### src/rtl/rs_issue_sched.sv
// Reservation-station issue scheduler: picks up to two ready entries per cycle
// in round-robin order, honouring ALU/MULT/LSQ unit limits and CDB slot usage.
module rs_issue_sched #(
  parameter int NUM_RS_ENTRIES = 16,
  parameter int MULT_LAT       = 4,
  localparam int IDX_W         = $clog2(NUM_RS_ENTRIES),
  localparam int CNT_W         = $clog2(MULT_LAT) + 1
) (
  input  logic                        clock,
  input  logic                        reset_n,
  input  logic [NUM_RS_ENTRIES-1:0]   entry_valid,
  input  logic [NUM_RS_ENTRIES-1:0]   entry_ready,
  input  logic [2*NUM_RS_ENTRIES-1:0] entry_fu,
  input  logic                        lsq_ready,
  input  logic                        issue_stall,
  input  logic                        flush,
  output logic [1:0]                  issue_valid,
  output logic [2*IDX_W-1:0]          issue_idx,
  output logic [3:0]                  issue_fu,
  output logic [NUM_RS_ENTRIES-1:0]   entry_clear,
  output logic                        mult_busy
);

  localparam logic [1:0] FU_ALU  = 2'd0;
  localparam logic [1:0] FU_MULT = 2'd1;
  localparam logic [1:0] FU_LSQ  = 2'd2;

  logic [IDX_W-1:0] rr_ptr;
  logic [CNT_W-1:0] mult_cnt;

  logic [NUM_RS_ENTRIES-1:0] grant;
  logic [IDX_W-1:0]          s_idx [2];
  logic [1:0]                s_fu  [2];
  logic [1:0]                n_grant;
  logic [1:0]                cap;
  logic                      mult_take;
  logic                      lsq_take;
  logic                      allow;
  logic [IDX_W-1:0]          last_idx;
  logic [IDX_W-1:0]          idx;
  logic [1:0]                fu;
  logic                      ok;

  // Reset gating here keeps every output at zero while reset_n is low.
  assign allow = reset_n && !issue_stall && !flush;

  always_comb begin
    grant     = '0;
    s_idx[0]  = '0;
    s_idx[1]  = '0;
    s_fu[0]   = '0;
    s_fu[1]   = '0;
    n_grant   = '0;
    mult_take = 1'b0;
    lsq_take  = 1'b0;
    last_idx  = rr_ptr;
    idx       = '0;
    fu        = '0;
    ok        = 1'b0;
    // A multiply leaving next cycle takes one of the two CDB slots.
    cap       = (mult_cnt == CNT_W'(1)) ? 2'd1 : 2'd2;
    for (int unsigned i = 0; i < NUM_RS_ENTRIES; i++) begin
      idx = rr_ptr + IDX_W'(i);
      fu  = entry_fu[{idx, 1'b0} +: 2];
      ok  = allow && entry_valid[idx] && entry_ready[idx] && (n_grant < cap);
      case (fu)
        FU_ALU:  ;
        FU_MULT: ok = ok && (mult_cnt <= CNT_W'(1)) && !mult_take;
        FU_LSQ:  ok = ok && lsq_ready && !lsq_take;
        default: ok = 1'b0;
      endcase
      if (ok) begin
        grant[idx] = 1'b1;
        if (n_grant == 2'd0) begin
          s_idx[0] = idx;
          s_fu[0]  = fu;
        end else begin
          s_idx[1] = idx;
          s_fu[1]  = fu;
        end
        n_grant   = n_grant + 2'd1;
        last_idx  = idx;
        mult_take = mult_take || (fu == FU_MULT);
        lsq_take  = lsq_take  || (fu == FU_LSQ);
      end
    end
  end

  assign issue_valid = {n_grant == 2'd2, n_grant != 2'd0};
  assign issue_idx   = {s_idx[1], s_idx[0]};
  assign issue_fu    = {s_fu[1], s_fu[0]};
  assign entry_clear = grant;
  assign mult_busy   = (mult_cnt != '0);

  always_ff @(posedge clock or negedge reset_n) begin
    if (!reset_n) begin
      rr_ptr   <= '0;
      mult_cnt <= '0;
    end else begin
      if (n_grant != 2'd0)
        rr_ptr <= last_idx + 1'b1;
      if (flush)
        mult_cnt <= '0;
      else if (mult_take)
        mult_cnt <= CNT_W'(MULT_LAT - 1);
      else if (mult_cnt != '0)
        mult_cnt <= mult_cnt - 1'b1;
    end
  end

endmodule

### config.mk
export PLATFORM = sky130hd
export DESIGN_NAME = rs_issue_sched
export DESIGN_NICKNAME = d
export VERILOG_FILES = /design/src/rtl/rs_issue_sched.sv
export SDC_FILE = /design/constraint.sdc
export NUM_CORES = 1
export LEC_CHECK = 0
export BUFFER_PORTS_ARGS = -buffer_cell sky130_fd_sc_hd__buf_4
export CELL_PAD_IN_SITES_DETAIL_PLACEMENT = 1
export CELL_PAD_IN_SITES_GLOBAL_PLACEMENT = 2
export CORE_ASPECT_RATIO = 0.6
export CORE_MARGIN = 2
export CORE_UTILIZATION = 38
export CTS_CLUSTER_DIAMETER = 150
export DETAILED_ROUTE_END_ITERATION = 6
export PLACE_DENSITY_LB_ADDON = 0.1
export SYNTH_ARGS = -nofsm -noshare
export SYNTH_HDL_FRONTEND = slang
export SYNTH_SLANG_ARGS = --single-unit
### constraint.sdc
create_clock -name clock -period 58.9 [get_ports clock]
set_clock_uncertainty 0.05 [all_clocks]
set_input_delay 0 -clock clock [delete_from_list [all_inputs] [get_ports clock]]
set_output_delay 0 -clock clock [all_outputs]
set_load 0.01 [all_outputs]
== Word-level counts from Yosys, hierarchy flattened ==
Index checks and enable logic that the tools add are counted.

* Memory bits (writable): 0
* Memories kept: 0
* Logic and storage cells: 657
* Bits in latches: 0
* Output and inout port bits: 31
* Register bits after elaboration: 7
* Bits in read-only memories: 0
* Input port bits: 69

* Shift-type cells: 16
* Bitwise gates (word level): 15
* Div/mod/pow operators: 0
* Equality and inequality tests: 34
* Add/subtract/negate cells: 32
* Reduce and logical (&&, ||, !) cells: 223
* $mul: 0
* Multiplexer cells: 286
* Magnitude comparators: 49

{| class="wikitable"
|+ Operator list
! operator !! number
|-
| variable part select 32 x 6 -> 2 bit || 16
|-
| two-way mux 16 bit || 16
|-
| two-way mux 4 bit || 61
|-
| bitwise OR 16 bit || 15
|-
| binary-select mux 1 bit (select 4 bit) || 32
|-
| logical AND 1 bit || 128
|-
| two-way mux 8 bit || 16
|-
| two-way mux 2 bit || 46
|-
| less-than comparator 4 x 5 -> 1 bit, second input constant || 16
|-
| two-way mux 1 bit || 80
|-
| demux 1 bit (select 4 bit) || 16
|-
| >= comparator 4 x 1 -> 1 bit, second input constant || 16
|-
| zero test 2 bit || 31
|-
| one-hot mux 1 bit (3 select lines) || 16
|-
| equality test 2 bit, second input constant || 17
|-
| adder 4 bit, second input constant || 8
|-
| equality test 2 x 1 -> 1 bit, second input constant || 16
|-
| zero test 1 bit || 32
|-
| adder 2 x 1 -> 2 bit, second input constant || 15
|-
| less-than comparator 2 bit || 15
|-
| logical OR 1 bit || 29
|-
| adder 4 x 3 -> 4 bit, second input constant || 4
|-
| two-way mux 3 bit || 3
|-
| adder 4 x 1 -> 4 bit, second input constant || 2
|-
| other kinds (7) || 9
|}

== Longest topological paths before layout ==
* Depth in word-level cells: 101
* Depth in mapped cells: 129
* Mapped depth without buffers: 115

== Worst setup path before layout ==
OpenSTA, ideal clock, no wires.

* Kind: register -> register
* Start point: register rr_ptr[0]
* End point: register rr_ptr[2]
* Setup slack: 27.891 ns
* Buffers on the path: 14
* Period minus slack after synthesis: 31.009 ns
* Library setup time: 0.147 ns
* Data required time: 58.703 ns
* Stages on the path, launching flop included: 124
* Arrival: 30.812 ns
* Cell sequence: dfrtp_1 -> buf_4 -> buf_4 -> buf_4 -> buf_6 -> buf_4 -> mux4_2 -> nand2_1 -> nand2_1 -> o21ai_0 -> inv_1 -> ha_1 -> nor2_1 -> a31oi_1 -> nor3_1 -> nand2_1 -> inv_1 -> a21o_1 -> (+88 left out) -> clkbuf_1 -> mux2_2 -> ha_1 -> a2111oi_0 -> o221ai_4 -> mux2i_1 -> inv_1 -> ha_1 -> a2111o_1 -> a221o_1 -> a21oi_2 -> buf_2 -> nor2_1 -> xnor2_1 -> ha_1 -> nor2b_1 -> o211ai_1 -> o2111ai_1

* Longest elaborated chain between the ends: 99
* Elaborated cells between the ends (all ways): 420
* Classes of those cells: add/sub: 31; order compare: 15; eq/ne: 32; shift: 16; mux: 141; reduce/logical: 185

{| class="wikitable"
|+ Ends and longest elaborated chain
! element !! line !! source
|-
| start, declared || 28 || <nowiki>logic [IDX_W-1:0] rr_ptr;</nowiki>
|-
| start signal, assigned || 101 || <nowiki>rr_ptr <= last_idx + 1'b1;</nowiki>
|-
| binary-select mux 1 bit (select 4 bit) || 65 || <nowiki>ok = allow && entry_valid[idx] && entry_ready[idx] && (n_grant < cap);</nowiki>
|-
| two-way mux 1 bit (not written as such) || 65 ||
|-
| logical AND 1 bit (3 in series) || 65 ||
|-
| logical AND 1 bit, on equally long branches || 69, 68 ||
|-
| one-hot mux 1 bit (3 select lines) || 66 || <nowiki>case (fu)</nowiki>
|-
| two-way mux 1 bit || 72 || <nowiki>if (ok) begin</nowiki>
|-
| less-than comparator 2 bit || 65 ||
|-
| logical AND 1 bit || 65 ||
|-
| (+80 left out) || - ||
|-
| one-hot mux 1 bit (3 select lines) || 66 ||
|-
| two-way mux 2 bit || 72 ||
|-
| less-than comparator 2 bit || 65 ||
|-
| logical AND 1 bit || 65 ||
|-
| logical AND 1 bit, on equally long branches (2 in series) || 69, 68 ||
|-
| one-hot mux 1 bit (3 select lines) || 66 ||
|-
| two-way mux 4 bit / two-way mux 2 bit (equally long branches) || 72 ||
|-
| adder 4 x 1 -> 4 bit / nonzero test 2 bit (equally long branches) || 101, 100 ||
|}

Parallel ways exist; a longest one is shown, timed or not. The select of a mux whose other input is x is not followed.
A chain may end at the register's enable or synchronous reset.

== Final worst setup path ==
Ends and elaborated chain as after synthesis.

==> summary.md <==
| Metric | Value |
|---|---|
| Initial antenna violation count | `1` |
| Post-Syn Area | `11100 µm²` |
| Final GP Congestion | `1.03` |
| Number of buffers created by CTS | `3` |
| Fin. max-slew vios | `0` |
| Fin nets | `1796` |
| Post-CTS resize count | `0` |
| Global-route wire length before repair | `96700 µm` |
| Achievable Freq | `26.3 MHz` |
| All-layer global routing usage | `42.0%` |
| Hold crit path type | `input pin to asynchronous set/reset pin` |
| Yosys warns | `0` |
| Tcrit/Tclk final | `64.5%` |
| Hold bufs inserted after CTS | `2` |
| Detailed Route WL | `65300 µm` |
| Max incr delay on CP | `0.97 ns` |
| Share of the synthesized area in the top cell type | `10.5%` |
| Worst setup SP type | `flop` |
| GRT overflow | `0` |
| Residual DRC count | `0` |
| Most frequent cells after synthesis | `nand2_1, nor2_1, a21oi_1, o21ai_0, clkbuf_1` |
| Max Root-Sink Buffers | `2` |
| Setup Buffers After CTS | `0` |
| Initial Util | `38.7%` |
| Post-DP HPWL | `51600 µm` |
| Slowest CP cell | `a2111oi_1` |
| Drt wl/cell | `31.8 µm` |
| Footprint of the multi-input gates | `10200 µm²` |
| Slew HR | `6.28%` |
| Sequential cell area | `181 µm²` |
| Fraction of layout cells with a size suffix above 1 | `17.7%` |
| Post-synthesis sequential element count | `7` |
| Async S/R FF share, synth | `100%` |
| Number of global-route vias before repair | `14200` |
| Boundary Pins | `100` |
| Worst-Margin Slew | `1.39 ns` |
| Register area share after synthesis | `1.57%` |
| Fill count | `3700` |
| Area growth from synthesis to layout | `10.5%` |
| Site Rows | `48` |
| Unrepaired setup endpoints after global routing | `false` |
| CTS Root Buffer Type | `clkbuf_16` |
| Max-Cap Viols | `0` |
| Largest net degree at the start of global routing | `73` |
| EDFF count, synth | `0` |
| Die Width | `225 µm` |
| Final Hold Fails | `0` |
| Final setup viols | `0` |
| Ys flop type | `dfrtp_1` |
| Setup TNS | `0 ns` |
| CTS tree | `yes` |
| Clock slew at reported path FFs | `0.04 ns` |
| DR pass1 iterations | `5` |
| First-iteration detailed-routing DRC count | `2482` |
| Post-Syn Nets | `1766` |
| Routed Antenna Nets | `0` |
| H-tree Lvls | `1` |
| Die area | `30700 µm²` |
| Critical Path End Type | `flop` |
| Crit path arrival time | `38.04 ns` |
| CP most frequent cell | `ha_1` |
| Via density per instance | `7.39` |
| Post-Syn Instances | `1645` |
| Top cells by area, synth | `mux4_2, nand2_1, ha_1` |
| Required arrival time at the worst endpoint | `58.93 ns` |
| Die H | `137 µm` |
| IO Port Bufs | `99` |
| CP Max Fanout | `72` |
| Core Box Area | `28800 µm²` |
| Most frequent cell after synthesis | `nand2_1` |
| Synth cell types | `114` |
| Avg Cell Area, Syn | `6.77 µm²` |
| Synth area leader | `mux4_2` |
| Crit Path Class | `flop to flop` |
| Worst-skew pair later-pin latency | `0.23 ns` |
| Status | `finished clean` |
| # clock sinks | `7` |
| Vias post-DR | `15200` |
| Final min period | `38.00 ns` |
registers in the layout, summed over array words and instances (netlist names):
signal	flops
mult_cnt	3
rr_ptr	4
worst paths after layout:
path | start | end | slack, ns | cells after the start
setup reg to reg | rr_ptr[0]$_DFFE_PN0P_ | rr_ptr[2]$_DFFE_PN0P_ | 20.90 | 114
hold reg to reg | rr_ptr[3]$_DFFE_PN0P_ | rr_ptr[3]$_DFFE_PN0P_ | 0.55 | 2
min in group clock | flush | mult_cnt[1]$_DFFE_PN0P_ | 0.45 | 3
hold / removal | reset_n | mult_cnt[1]$_DFFE_PN0P_ | 0.08 | 2
max in group asynchronous | reset_n | rr_ptr[0]$_DFFE_PN0P_ | 58.57 | 2
setup / recovery | rr_ptr[0]$_DFFE_PN0P_ | rr_ptr[2]$_DFFE_PN0P_ | 20.90 | 114
cells in the final DEF (no fill, tap or decap), types with 7 or more instances in the layout:
| cell | n |
|---|---|
| mux2_2 | 16 |
| nand3_1 | 67 |
| o31ai_1 | 11 |
| a211oi_1 | 41 |
| mux4_2 | 52 |
| nor4_1 | 7 |
| a22oi_1 | 15 |
| mux2i_1 | 35 |
| or3_1 | 10 |
| nand4_1 | 20 |
| nand2_1 | 220 |
| o2111ai_1 | 14 |
| o221ai_1 | 49 |
| nor3_1 | 28 |
| a21o_1 | 12 |
| nand3b_1 | 7 |
| o211ai_1 | 44 |
| nand2b_1 | 15 |
| inv_1 | 64 |
| a31oi_1 | 63 |
| or2_2 | 15 |
| o21ai_0 | 110 |
| a21oi_1 | 117 |
| and3_1 | 8 |
| ha_1 | 51 |
| buf_4 | 145 |
| a41oi_1 | 9 |
| a221oi_1 | 16 |
| o21ai_1 | 11 |
| o22ai_1 | 13 |
| xnor2_1 | 14 |
| and2_1 | 18 |
| nor2_1 | 159 |
| nor2b_1 | 14 |
final cells by class:
cell class	count	share of cell area [%]
Timing Repair Buffer	147	9.01
Tap cell	375	3.81
Inverter	71	2.17
Antenna cell	2	0.0407
Clock inverter	1	0.0407
Sequential cell	7	1.47
Multi-Input combinational cell	1445	82.8
Clock buffer	3	0.610
per-stage QoR:
stage	instance area, µm²	utilization (%)	instances	worst slack (ns)	hold slack [ns]
after floorplan	11100	-	1645	27.89	-0.346
after global placement	12200	42.4	2043	24.01	-0.229
after detailed placement	12200	42.4	2043	22.22	-0.224
after CTS	12300	42.8	2049	22.03	0.0725
after global routing	12300	42.8	2049	18.45	0.0865
final	12300	42.8	2051	20.90	0.0795
cells by family after synthesis:
family          Yosys count  synth area share, %
simple gates            634                 27.3
compound gates          625                 39.4
buf+inv                 193                 7.27
mux                     108                 15.8
xor+xnor                 26                 2.75
flops                     7                 1.57
fa+ha+maj                52                 5.84
critical path, delay by kind of cell, from the launching register on:
family / cells / cell delay [ns]
buffers and inverters: 8 / 2.66
muxes: 11 / 4.60
xor gates and xnor gates: 1 / 0.16
and+or+nand+nor: 37 / 11.76
adders and majority gates: 16 / 4.21
AOI/OAI and AO/OA: 41 / 13.52
DFF: 1 / 0.73
routing by layer:
metal	global-route usage, %	wire (µm)	up-vias
li1	-	-	6468
met1	65.3	30600	7515
met2	52.6	23300	1089
met3	16.1	10100	91
met4	7.32	1180	2
met5	2.90	120	-
Power is not shown: default switching activity piles up to over one toggle a cycle in this logic, so the estimate is an artifact.
